==> config.mk <==
export PLATFORM = sky130hd
export DESIGN_NAME = turf_udp_port_demux
export DESIGN_NICKNAME = d
export VERILOG_FILES = /design/src/rtl/turf_udp_pkg.sv /design/src/rtl/turf_udp_port_demux.sv
export SDC_FILE = /design/constraint.sdc
export NUM_CORES = 1
export LEC_CHECK = 0
export BUFFER_PORTS_ARGS = -buffer_cell sky130_fd_sc_hd__buf_4
export CORE_AREA = 2 2 135 137
export DETAILED_ROUTE_END_ITERATION = 10
export DIE_AREA = 0 0 137 139
export GPL_TIMING_DRIVEN = 0
export RECOVER_POWER = 50
export SYNTH_ARGS = -nofsm -noshare
export SYNTH_HDL_FRONTEND = slang
export SYNTH_SLANG_ARGS = --single-unit
==> constraint.sdc <==
create_clock -name clk -period 2.6 [get_ports clk]
set_input_delay 0.26 -clock clk [delete_from_list [all_inputs] [get_ports clk]]
set_output_delay 0.26 -clock clk [all_outputs]
set_load 0.005 [all_outputs]
==> src/rtl/turf_udp_pkg.sv <==
// Shared definitions for the TURF UDP receive-side blocks: header layout, port map base
// and the demux state encoding.
package turf_udp_pkg;

  localparam int unsigned UDPHDR_W  = 64;
  localparam int unsigned UDPDATA_W = 64;
  localparam int unsigned UDPKEEP_W = 8;
  localparam int unsigned UDPPORT_W = 16;

  localparam int unsigned UDPHDR_SRCIP_LSB   = 32;
  localparam int unsigned UDPHDR_SRCPORT_LSB = 16;
  localparam int unsigned UDPHDR_LEN_LSB     = 0;

  localparam logic [UDPPORT_W-1:0] TURF_UDP_PORT_BASE = 16'h5400;

  typedef enum logic [1:0] {
    IDLE = 2'd0,
    FWD  = 2'd1,
    DROP = 2'd2
  } demux_state_e;

  typedef struct packed {
    logic [31:0] src_ip;
    logic [15:0] src_port;
    logic [15:0] len;
  } udphdr_t;

  // Split a raw header word into its fields.
  function automatic udphdr_t udphdr_unpack(input logic [UDPHDR_W-1:0] tdata);
    udphdr_t h;
    h.src_ip   = tdata[UDPHDR_SRCIP_LSB +: 32];
    h.src_port = tdata[UDPHDR_SRCPORT_LSB +: 16];
    h.len      = tdata[UDPHDR_LEN_LSB +: 16];
    return h;
  endfunction

endpackage

==> src/rtl/turf_udp_port_demux.sv <==
// Steers each received UDP datagram (header + payload) to one consumer chosen by
// destination port; datagrams to unmapped ports are sunk and counted.
module turf_udp_port_demux
  import turf_udp_pkg::*;
#(
  parameter int unsigned          NUM_PORTS = 4,
  parameter logic [UDPPORT_W-1:0] PORT_BASE = TURF_UDP_PORT_BASE,
  parameter int unsigned          CNT_WIDTH = 16
) (
  input  logic                   clk,
  input  logic                   rst_n,
  input  logic [UDPHDR_W-1:0]    s_udphdr_tdata,
  input  logic [UDPPORT_W-1:0]   s_udphdr_tdest,
  input  logic                   s_udphdr_tvalid,
  output logic                   s_udphdr_tready,
  input  logic [UDPDATA_W-1:0]   s_udpdata_tdata,
  input  logic [UDPKEEP_W-1:0]   s_udpdata_tkeep,
  input  logic                   s_udpdata_tlast,
  input  logic                   s_udpdata_tvalid,
  output logic                   s_udpdata_tready,
  output logic [UDPHDR_W-1:0]    m_udphdr_tdata,
  output logic [NUM_PORTS-1:0]   m_udphdr_tvalid,
  input  logic [NUM_PORTS-1:0]   m_udphdr_tready,
  output logic [UDPDATA_W-1:0]   m_udpdata_tdata,
  output logic [UDPKEEP_W-1:0]   m_udpdata_tkeep,
  output logic                   m_udpdata_tlast,
  output logic [NUM_PORTS-1:0]   m_udpdata_tvalid,
  input  logic [NUM_PORTS-1:0]   m_udpdata_tready,
  output logic [CNT_WIDTH-1:0]   drop_count,
  output logic [CNT_WIDTH-1:0]   fwd_count
);

  localparam int unsigned SEL_W = 3;

  demux_state_e           state, state_nxt;
  logic [NUM_PORTS-1:0]   sel_oh, sel_oh_nxt;
  logic                   hdr_pend, hdr_pend_nxt;
  logic                   data_done, data_done_nxt;
  logic                   hdr_rdy_nxt;
  udphdr_t                hdr_q, hdr_q_nxt;
  logic                   drop_inc, fwd_inc;
  logic [UDPPORT_W-1:0]   idx;
  logic                   hit;
  logic                   hdr_fire;
  logic                   hdr_taken;
  logic                   hdr_done;
  logic                   last_fire;

  // Payload is a shared pass-through; only the one-hot valids select the consumer.
  assign m_udpdata_tdata = s_udpdata_tdata;
  assign m_udpdata_tkeep = s_udpdata_tkeep;
  assign m_udpdata_tlast = s_udpdata_tlast;
  assign m_udphdr_tdata  = hdr_q;

  always_comb begin
    state_nxt        = state;
    sel_oh_nxt       = sel_oh;
    hdr_pend_nxt     = hdr_pend;
    data_done_nxt    = data_done;
    hdr_q_nxt        = hdr_q;
    drop_inc         = 1'b0;
    fwd_inc          = 1'b0;
    s_udpdata_tready = 1'b0;
    m_udphdr_tvalid  = '0;
    m_udpdata_tvalid = '0;
    hdr_taken        = 1'b0;
    hdr_done         = 1'b0;
    last_fire        = 1'b0;
    idx              = s_udphdr_tdest - PORT_BASE;
    hit              = (s_udphdr_tdest >= PORT_BASE) && (idx < UDPPORT_W'(NUM_PORTS));
    hdr_fire         = s_udphdr_tvalid && s_udphdr_tready;

    case (state)
      IDLE: begin
        if (hdr_fire) begin
          hdr_q_nxt  = udphdr_unpack(s_udphdr_tdata);
          sel_oh_nxt = NUM_PORTS'(1) << SEL_W'(idx);
          if (hit) begin
            state_nxt     = FWD;
            hdr_pend_nxt  = 1'b1;
            data_done_nxt = 1'b0;
          end else begin
            state_nxt = DROP;
            drop_inc  = 1'b1;
          end
        end
      end

      FWD: begin
        m_udphdr_tvalid  = hdr_pend ? sel_oh : '0;
        m_udpdata_tvalid = (s_udpdata_tvalid && !data_done) ? sel_oh : '0;
        s_udpdata_tready = (|(m_udpdata_tready & sel_oh)) && !data_done;
        hdr_taken        = |(m_udphdr_tready & sel_oh);
        hdr_done         = !hdr_pend || hdr_taken;
        last_fire        = s_udpdata_tvalid && s_udpdata_tready && s_udpdata_tlast;
        if (hdr_taken) hdr_pend_nxt = 1'b0;
        if (last_fire) data_done_nxt = 1'b1;
        // Header and payload finish independently; leave only once both are through.
        if (hdr_done && (data_done || last_fire)) begin
          state_nxt = IDLE;
          fwd_inc   = 1'b1;
        end
      end

      DROP: begin
        s_udpdata_tready = 1'b1;
        if (s_udpdata_tvalid && s_udpdata_tlast) state_nxt = IDLE;
      end

      default: state_nxt = IDLE;
    endcase

    hdr_rdy_nxt = (state_nxt == IDLE);
  end

  always_ff @(posedge clk or negedge rst_n) begin
    if (!rst_n) begin
      state           <= IDLE;
      sel_oh          <= '0;
      hdr_pend        <= 1'b0;
      data_done       <= 1'b0;
      hdr_q           <= '0;
      s_udphdr_tready <= 1'b0;
    end else begin
      state           <= state_nxt;
      sel_oh          <= sel_oh_nxt;
      hdr_pend        <= hdr_pend_nxt;
      data_done       <= data_done_nxt;
      hdr_q           <= hdr_q_nxt;
      s_udphdr_tready <= hdr_rdy_nxt;
    end
  end

  // Saturating datagram counters.
  always_ff @(posedge clk or negedge rst_n) begin
    if (!rst_n) begin
      drop_count <= '0;
      fwd_count  <= '0;
    end else begin
      if (drop_inc && (drop_count != '1)) drop_count <= drop_count + CNT_WIDTH'(1);
      if (fwd_inc && (fwd_count != '1))   fwd_count  <= fwd_count + CNT_WIDTH'(1);
    end
  end

endmodule

==> summary.txt, run 1 <==
Run status
  • Status: finished clean

Die
  • Die Area: 0.0190 sq mm
  • Initial core utilization: 0.288
  • Die H: 139 microns
  • Die Width: 137 microns
  • Placement Rows: 49
  • Core area: 0.0177 sq mm
  • # IOs: 344

STA
  • Worst setup margin: 0.308 ns
  • Period utilization: 0.882
  • Setup TNS: 0 ns
  • Slew Limit Headroom: 0.230
  • Final Max Tran Viols: 0
  • Unrepaired setup endpoints after global routing: no
  • Setup Skew: 0.00695 ns
  • Peak Freq: 436 MHz
  • Tightest Pin Transition: 1.16 ns
  • Final hold vios: 0
  • Final setup violation count: 0
  • Post-route minimum period: 2.29 ns

Detailed routing
  • Post-route DRC: 0
  • Post-DRT Antenna Nets: 0
  • Initial DRC count: 40
  • Top Metal Used: met4
  • Wire length on met1: 5220 microns
  • Via density: 4.40
  • WL/cell: 15.1 microns
  • Final WL: 14100 microns
  • DRT Pass-1 Iters: 4
  • Met2 WL: 7380 microns
  • DR WL met3: 1270 microns
  • Via count: 4129

Critical path
  • R2R setup slack: 0.31 ns
  • Crit path capture: m_udphdr_tdata[24]$_DFFE_PN0P_
  • Crit Path Max Fanout: 10
  • FF-to-FF End: m_udphdr_tdata[24]$_DFFE_PN0P_
  • Crit path DAT: 2.52 ns
  • CP required: 2.83 ns
  • Reg2reg start: state[0]$_DFF_PN0_
  • Worst R2R Path Depth: 6
  • CP Class: reg2reg
  • Startpoint Class: flop
  • CP endpoint kind: flop
  • CP startpoint: state[0]$_DFF_PN0_

Yosys
  • Post-Syn Nets: 593
  • Post-synth top flop: dfrtp_1
  • Syn Area/Cell: 12.1 sq um
  • Number of synthesized flops with an enable pin: 0
  • Asr flop ratio synth: 1.00
  • Synth Instances: 422
  • Synth cell types: 44
  • Synth Cell Area: 0.00509 sq mm
  • Sequential share of the synthesized area: 0.516
  • Synth warn: 0
  • Seq cells post-synth: 105

Finish
  • Area growth syn-to-layout: 49.0%
  • Filler cells: 1707
  • Net count, final: 877
  • Layout cell share with drive strength beyond 1: 0.575
  • Post-Route Utilization: 0.429
  • ANT cells: 0

CTS
  • Htree depth: 3
  • Post-CTS sizing: 0
  • Total CTS buffers: 9
  • CTS Sinks: 105
  • CTS root buf: clkbuf_16
  • Maximum clock insertion buffer count: 2
  • Postcts setup bufs: 0
  • CTS tree: built
  • Reg clk slew, reported paths: 0.07 ns
  • Clk Latency, worst-skew pair: 0.34 ns

Global routing
  • Total grt overflow: 0
  • Number of global-route vias before repair: 4341
  • Initial antenna violation count: 0
  • Gr usage total: 0.144
  • Global-route wire length before repair: 21500 microns
  • Largest net degree at the start of global routing: 106

Run
  • MaxCap Viol Count: 0

Hold path
  • Min-Delay Path Class: in2reg

Place
  • Dpl hpwl: 11200 microns
  • Worst slack at placement: 0.219 ns
  • Global placer's final weighted congestion: 0.763
  • # port buffers: 271

Power and ir drop
  • Power, Total: 6.06 mW
  • Leakage power: 3.74 nW
  • Worst VDD drop: 373 uV
  • PwrDens: 799 mW/mm^2
[report_power, final]
group          switching (mW)  leakage, nW  internal [mW]  total [mW]
combinational           0.863         2.30           1.36        2.22
clock                   0.588        0.125          0.668        1.26
sequential              0.355         1.31           2.23        2.58
[cells in the final DEF (no fill, tap or decap), types with 9 or more instances in the layout]
| master | Yosys | routed |
|---|---|---|
| dfrtp_1 | 105 | 105 |
| clkbuf_16 | 0 | 9 |
| nand3_1 | 19 | 19 |
| nand2_1 | 20 | 20 |
| clkbuf_1 | 4 | 39 |
| and3_1 | 16 | 16 |
| nand4_1 | 9 | 9 |
| xor2_1 | 10 | 10 |
| nor2_1 | 11 | 11 |
| clkbuf_4 | 0 | 100 |
| xnor2_1 | 17 | 17 |
| mux2_2 | 66 | 66 |
| buf_4 | 73 | 210 |
[worst min path at each step]
stage / slack (ns) / cells after the start / startpoint / to
3_3_place_gp: 0.48 / 2 / s_udphdr_tdest[0] / sel_oh[0]$_DFFE_PN0P_
4_1_cts: 0.12 / 2 / s_udphdr_tdest[0] / sel_oh[0]$_DFFE_PN0P_
6_report: 0.13 / 2 / s_udphdr_tdest[0] / sel_oh[0]$_DFFE_PN0P_
3_5_place_dp: 0.49 / 1 / fwd_count[11]$_DFFE_PN0P_ / fwd_count[11]$_DFFE_PN0P_
5_1_grt: 0.13 / 2 / s_udphdr_tdata[26] / m_udphdr_tdata[26]$_DFFE_PN0P_
2_1_floorplan: -0.04 / 0 / rst_n / data_done$_DFFE_PN0P_
[cell families (layout without fill, tap and decap cells)]
kind of cell | after synthesis | after routing | share of synthesized area
and+or+nand+nor | 100 | 100 | 0.110
adders and majority gates | 6 | 6 | 0.0148
AOI/OAI and AO/OA | 26 | 26 | 0.0369
DFF | 105 | 105 | 0.516
xor gates and xnor gates | 27 | 27 | 0.0465
buffers and inverters | 89 | 376 | 0.122
muxes | 69 | 69 | 0.153
[worst max-delay path, stage by stage (launching register included)]
cell	delay (ns)
dfrtp_1	0.42
inv_1	0.08
ha_1	0.22
nand3_1	0.26
clkbuf_1	0.46
buf_2	0.35
mux2_2	0.37
[layer usage]
layer / global-route usage / up-vias
met4: 0.0429 / 0
li1: - / 1954
met3: 0.0417 / 19
met5: 0 / -
met1: 0.161 / 1972
met2: 0.259 / 184
[what timing repair did]
action,4_1_cts,5_1_grt
hold endpoints to repair,0,43
setup endpoints to repair,0,0
hold buffers,0,1
[metrics by stage]
stage | hold slack [ns] | cell area [sq um] | cells
5_1_grt | 0.126 | 7580 | 938
6_report | 0.133 | 7580 | 938
2_1_floorplan | -0.0356 | 5090 | 422
3_5_place_dp | 0.487 | 7410 | 922
4_1_cts | 0.117 | 7670 | 936
3_3_place_gp | 0.477 | 7410 | 922
[final cells by class]
class,count,area (sq um),area share
buffer,84,604,0.0797
clock buffer,12,246,0.0325
clock inverter,2,16.3,0.00214
inverter,5,18.8,0.00247
multi-input combinational,228,1840,0.242
sequential,105,2630,0.346
tap,229,287,0.0378
timing repair buffer,273,1950,0.257
[cells in the mapped netlist (all sizes together) (2+ instances only)]
library cell / count / share of area
dfrtp: 105 / 0.52
inv: 5 / 0.0037
ha: 6 / 0.015
nand2b: 3 / 0.0037
mux2: 69 / 0.15
a22oi: 5 / 0.0074
o21ai: 6 / 0.0059
nand2: 20 / 0.015
nand3: 19 / 0.019
nor4: 2 / 0.0037
nor2: 11 / 0.0081
a21oi: 7 / 0.0076
and2: 2 / 0.0025
and4: 3 / 0.0057
xor2: 10 / 0.017
and3: 19 / 0.025
xnor2: 17 / 0.029
nor3: 6 / 0.0069
nand4: 9 / 0.011
clkbuf: 4 / 0.0029
buf: 80 / 0.12
[registers in the layout, summed over array words and instances (netlist names)]
| register | cells |
|---|---|
| fwd_count | 16 |
| data_done | 1 |
| state | 2 |
| m_udphdr_tdata | 64 |
| sel_oh | 4 |
| hdr_pend | 1 |
| drop_count | 16 |
| s_udphdr_tready | 1 |
No activity file was read; power rests on OpenSTA's default activity.
==> run 2: changes to the inputs <==
clock period = 2.3 ns   (was 2.6 ns; I/O delays follow)
==> summary.txt, run 2 (synthesis results as in run 1) <==
Die
  • Initial core utilization: 0.288
  • Placement Rows: 49
  • Die H: 139 microns
  • # IOs: 344
  • Die Width: 137 microns
  • Core area: 0.0177 sq mm
  • Die Area: 0.0190 sq mm

Critical path
  • Slowest cell on the critical path: dfrtp_1
  • CP Cell Sequence: inv_1 > ha_1 > nand3_1 > clkbuf_2 > buf_2 > mux2_2
  • CP bufs+invs: 3
  • Startpoint Class: flop
  • CP required: 2.53 ns
  • Crit Path Max Fanout: 10
  • CP endpoint kind: flop
  • CP top delay family: buffers and inverters
  • Crit path DAT: 2.33 ns
  • CP Class: reg2reg
  • Delay of the slowest cell on the worst path: 0.42 ns

CTS
  • Htree depth: 3
  • CTS Sinks: 105
  • Postcts setup bufs: 0
  • Total CTS buffers: 9
  • CTS tree: built
  • Reg clk slew, reported paths: 0.07 ns
  • Maximum clock insertion buffer count: 2
  • CTS root buf: clkbuf_16
  • Clk Latency, worst-skew pair: 0.35 ns

Finish
  • Finished Cell Area: 0.00757 sq mm
  • Layout cell share with drive strength beyond 1: 0.578
  • ANT cells: 0
  • Post-Route Utilization: 0.429
  • Max reg flops: 64
  • Net count, final: 877
  • Most frequent cells in the layout: buf_4 (210), dfrtp_1 (105), clkbuf_4 (100), mux2_2 (66), clkbuf_1 (38)
  • Area growth syn-to-layout: 48.8%
  • Commonest non-fill, non-tap cell in the layout: buf_4

Global routing
  • Top Usage Layer GRT: met2
  • Gr usage total: 0.143
  • GRT met2 Usage: 0.259
  • Number of global-route vias before repair: 4341
  • GR Util met1: 0.161
  • Largest net degree at the start of global routing: 106
  • Global-route wire length before repair: 21500 microns
  • Initial antenna violation count: 0
  • GR Util met3: 0.0417
  • Total grt overflow: 0

Power and ir drop
  • Worst VDD drop: 422 uV
  • Comb pwr share: 0.367
  • Pint: 4.81 mW
  • PwrDens: 905 mW/mm^2
  • Seq pwr share: 0.426
  • Clock power frac: 0.207
  • Leakage power: 3.73 nW
  • NetSw: 2.04 mW
  • Switching Share: 0.298

STA
  • Peak Freq: 476 MHz
  • Post-route minimum period: 2.10 ns
  • Final Max Tran Viols: 0
  • Unrepaired setup endpoints after global routing: no
  • Final hold vios: 0
  • Tightest Pin Transition: 1.11 ns
  • Setup Skew: 0.00716 ns
  • Worst setup margin: 0.200 ns
  • Slew Limit Headroom: 0.261
  • Final setup violation count: 0
  • Period utilization: 0.913

Detailed routing
  • WL/cell: 15.1 microns
  • Post-route DRC: 0
  • Via count: 4130
  • Post-DRT Antenna Nets: 0
  • Initial DRC count: 48
  • Via density: 4.40
  • DRT Pass-1 Iters: 4
  • Final WL: 14100 microns

Run status
  • Status: finished clean

Place
  • Dpl hpwl: 11200 microns
  • # port buffers: 271
  • Global placer's final weighted congestion: 0.763
  • Placed inst area: 0.00741 sq mm
  • Worst slack at placement: -0.0813 ns

Run
  • MaxCap Viol Count: 0

Hold path
  • Min-Delay Path Class: in2reg
## run 2: cell types whose count changed in the layout (fill, tap and decap cells not counted)
cell and delta:
buf_16 -1, buf_6 +1, clkbuf_1 -1, clkbuf_2 +1, nor2b_1 -1, nor2b_2 +1
## run 2: final cells by class
class / count / area [sq um]
flip-flops and latches: 105 / 2630
clock buffers: 12 / 246
fillers: 1712 / 10100
inverters: 5 / 18.8
multi-input cells: 228 / 1840
repair buffers: 273 / 1930
clock inverters: 2 / 16.3
well taps: 229 / 287
plain buffers: 84 / 606
## run 2: stage by stage
step / hold WS [ns] / setup TNS [ns] / power, mW / cells
after floorplan: -0.0656 / 0 / 4.11 / 422
final: 0.103 / 0 / 6.85 / 938
after global placement: 0.447 / -1.02 / 5.64 / 922
after CTS: 0.0871 / 0 / 7.18 / 936
after detailed placement: 0.460 / -2.74 / 5.72 / 922
after global routing: 0.0957 / 0 / 7.31 / 938
## run 2: final timing paths
path                                           startpoint                             end  slack, ns  depth (start not counted)
worst min register to register  fwd_count[11]$_DFFE_PN0P_       fwd_count[11]$_DFFE_PN0P_       0.49                          1
worst max register to register         state[0]$_DFF_PN0_  m_udphdr_tdata[24]$_DFFE_PN0P_       0.20                          6
max in group asynchronous                           rst_n      drop_count[13]$_DFFE_PN0P_       0.52                          3
worst max-delay path                   state[0]$_DFF_PN0_  m_udphdr_tdata[24]$_DFFE_PN0P_       0.20                          6
worst min-delay path                    s_udphdr_tdest[0]           sel_oh[0]$_DFFE_PN0P_       0.10                          2
min in group asynchronous                           rst_n  m_udphdr_tdata[37]$_DFFE_PN0P_       0.64                          2
## run 2: repair_timing
action	CTS	global route
hold buffers	0	1
setup endpoints to repair	41	1
endpoints found under the hold margin	0	43
gates resized for setup	1	1
## run 2: layer usage
| metal | part of all wire | wire (microns) |
|---|---|---|
| met5 | 0 | 0 |
| met1 | 0.37 | 5180 |
| met3 | 0.090 | 1270 |
| met2 | 0.52 | 7410 |
| met4 | 0.019 | 262 |
## run 2: power by group through the flow
stage	sequential, mW	clock, mW	combinational, mW
2_1_floorplan	2.95	0	1.16
3_3_place_gp	2.94	0	2.71
3_5_place_dp	2.96	0	2.76
4_1_cts	2.93	1.48	2.76
5_1_grt	3.01	1.55	2.75
6_report	2.92	1.42	2.51
==> run 3: changes to the inputs <==
PLACE_DENSITY = 0.61   (was unset)
==> summary.txt, run 3 (synthesis results as in run 1) <==
Run status
  • Status: finished clean

Critical path
  • CP startpoint: state[0]$_DFF_PN0_
  • CP Cell Sequence: inv_1 > ha_1 > nand3_1 > clkbuf_2 > buf_2 > mux2_2
  • CP Class: reg2reg
  • FF-to-FF End: m_udphdr_tdata[25]$_DFFE_PN0P_
  • R2R setup slack: 0.19 ns
  • Crit path capture: m_udphdr_tdata[25]$_DFFE_PN0P_
  • Delay of the slowest cell on the worst path: 0.41 ns
  • Crit path DAT: 2.34 ns
  • Reg2reg start: state[0]$_DFF_PN0_
  • Crit Path Max Fanout: 10
  • CP endpoint kind: flop
  • Worst R2R Path Depth: 6
  • CP required: 2.53 ns
  • Startpoint Class: flop
  • Slowest cell on the critical path: dfrtp_1

Die
  • Initial core utilization: 0.288
  • Die Width: 137 microns
  • Placement Rows: 49
  • Die Area: 0.0190 sq mm
  • Core area: 0.0177 sq mm
  • Die H: 139 microns
  • # IOs: 344

Finish
  • Commonest non-fill, non-tap cell in the layout: buf_4
  • Most frequent cells in the layout: buf_4 (254), dfrtp_1 (105), clkbuf_4 (74), mux2_2 (66), clkbuf_1 (21)
  • Area of the multi-input gates: 0.00184 sq mm
  • Layout cell share with drive strength beyond 1: 0.603
  • Post-Route Utilization: 0.437
  • Filler cells: 1710
  • ANT cells: 0
  • Max reg flops: 64
  • FF+latch area: 0.00263 sq mm
  • Area growth syn-to-layout: 51.6%
  • Net count, final: 877

STA
  • Slew Limit Headroom: 0.636
  • Tightest Pin Transition: 0.547 ns
  • Final Max Tran Viols: 0
  • Period utilization: 0.918
  • Unrepaired setup endpoints after global routing: no
  • Peak Freq: 474 MHz
  • Final hold vios: 0
  • Setup Skew: 0.00878 ns
  • Post-route minimum period: 2.11 ns
  • Final setup violation count: 0
  • Hold WS: 0.0940 ns

CTS
  • Postcts setup bufs: 0
  • CTS Sinks: 105
  • Maximum clock insertion buffer count: 2
  • CTS root buf: clkbuf_16
  • Htree depth: 3
  • Reg clk slew, reported paths: 0.07 ns
  • Clk Latency, worst-skew pair: 0.34 ns
  • CTS tree: built
  • Total CTS buffers: 9

Power and ir drop
  • Leakage power: 3.84 nW
  • Worst VDD drop: 530 uV
  • PwrDens: 936 mW/mm^2

Detailed routing
  • Via count: 4176
  • Initial DRC count: 118
  • Post-DRT Antenna Nets: 0
  • DRT Pass-1 Iters: 4
  • WL/cell: 14.3 microns
  • Post-route DRC: 0
  • Final WL: 13500 microns
  • Via density: 4.44

Place
  • Dpl hpwl: 10800 microns
  • # port buffers: 271
  • Global placer's final weighted congestion: 0.769

Global routing
  • Global-route wire length before repair: 20200 microns
  • GR Util met3: 0.0417
  • GRT met2 Usage: 0.241
  • Initial antenna violation count: 0
  • Number of global-route vias before repair: 4084
  • GR Util met1: 0.146
  • Largest net degree at the start of global routing: 106
  • Gr usage total: 0.134
  • Top Usage Layer GRT: met2
  • Total grt overflow: 0

Hold path
  • Min-Delay Path Class: in2reg

Run
  • MaxCap Viol Count: 0
run 3: cell count changes in the layout (fill, tap and decap cells not counted), sizes merged:
cell,before,now
buf,218,262
clkbuf,150,106
bufinv,0,2
run 3: area by class of cell:
type	count	share of cell area
Buffer	84	0.0785
Clock buffer	12	0.0320
Clock inverter	4	0.00989
Inverter	5	0.00243
Multi-Input combinational cell	228	0.239
Sequential cell	105	0.341
Tap cell	229	0.0371
Timing Repair Buffer	273	0.261
run 3: per-stage QoR:
step / instance area, sq um / std cells / power, mW / setup TNS [ns] / setup slack [ns]
2_1_floorplan: 5090 / 422 / 4.11 / 0 / 0.445
3_3_place_gp: 7410 / 922 / 5.61 / -3.84 / -0.106
3_5_place_dp: 7410 / 922 / 5.70 / -4.32 / -0.125
4_1_cts: 7730 / 938 / 7.39 / 0 / 0.116
5_1_grt: 7710 / 940 / 7.70 / 0 / 0.0360
6_report: 7710 / 940 / 7.22 / 0 / 0.189
run 3: power breakdown:
group          switching (mW)  leakage (nW)  total, mW  internal [mW]
Sequential              0.397          1.31       2.92           2.52
Clock                   0.677         0.153       1.66          0.988
Combinational           0.949          2.37       2.64           1.69
run 3: timing repair:
action | CTS | global route
hold endpoints to repair | 0 | 5
gates cloned | 0 | 0
resized for setup | 1 | 1
hold buffers | 0 | 1
setup endpoints to repair | 41 | 1
run 3: how the worst min path moves through the flow:
stage / startpoint / to / cells after the start
after global placement: s_udphdr_tdest[0] / sel_oh[0]$_DFFE_PN0P_ / 2
after global routing: s_udphdr_tdest[0] / sel_oh[0]$_DFFE_PN0P_ / 2
final: s_udphdr_tdest[1] / sel_oh[0]$_DFFE_PN0P_ / 2
after CTS: s_udphdr_tdest[1] / sel_oh[0]$_DFFE_PN0P_ / 2
after detailed placement: s_udphdr_tdest[1] / sel_oh[0]$_DFFE_PN0P_ / 2
after floorplan: rst_n / data_done$_DFFE_PN0P_ / 0
run 3: critical path: cells and delay by family (launching register included):
kind                       cells  cell delay [ns]
muxes                          1             0.36
and+or+nand+nor                1             0.25
DFF                            1             0.41
adders and majority gates      1             0.23
buffers and inverters          3             0.73
run 3: layer usage:
layer | vias up | wire length (microns)
met5 | - | 0
met4 | 0 | 198
met3 | 14 | 1270
met2 | 197 | 7040
met1 | 2010 | 4960
li1 | 1955 | -
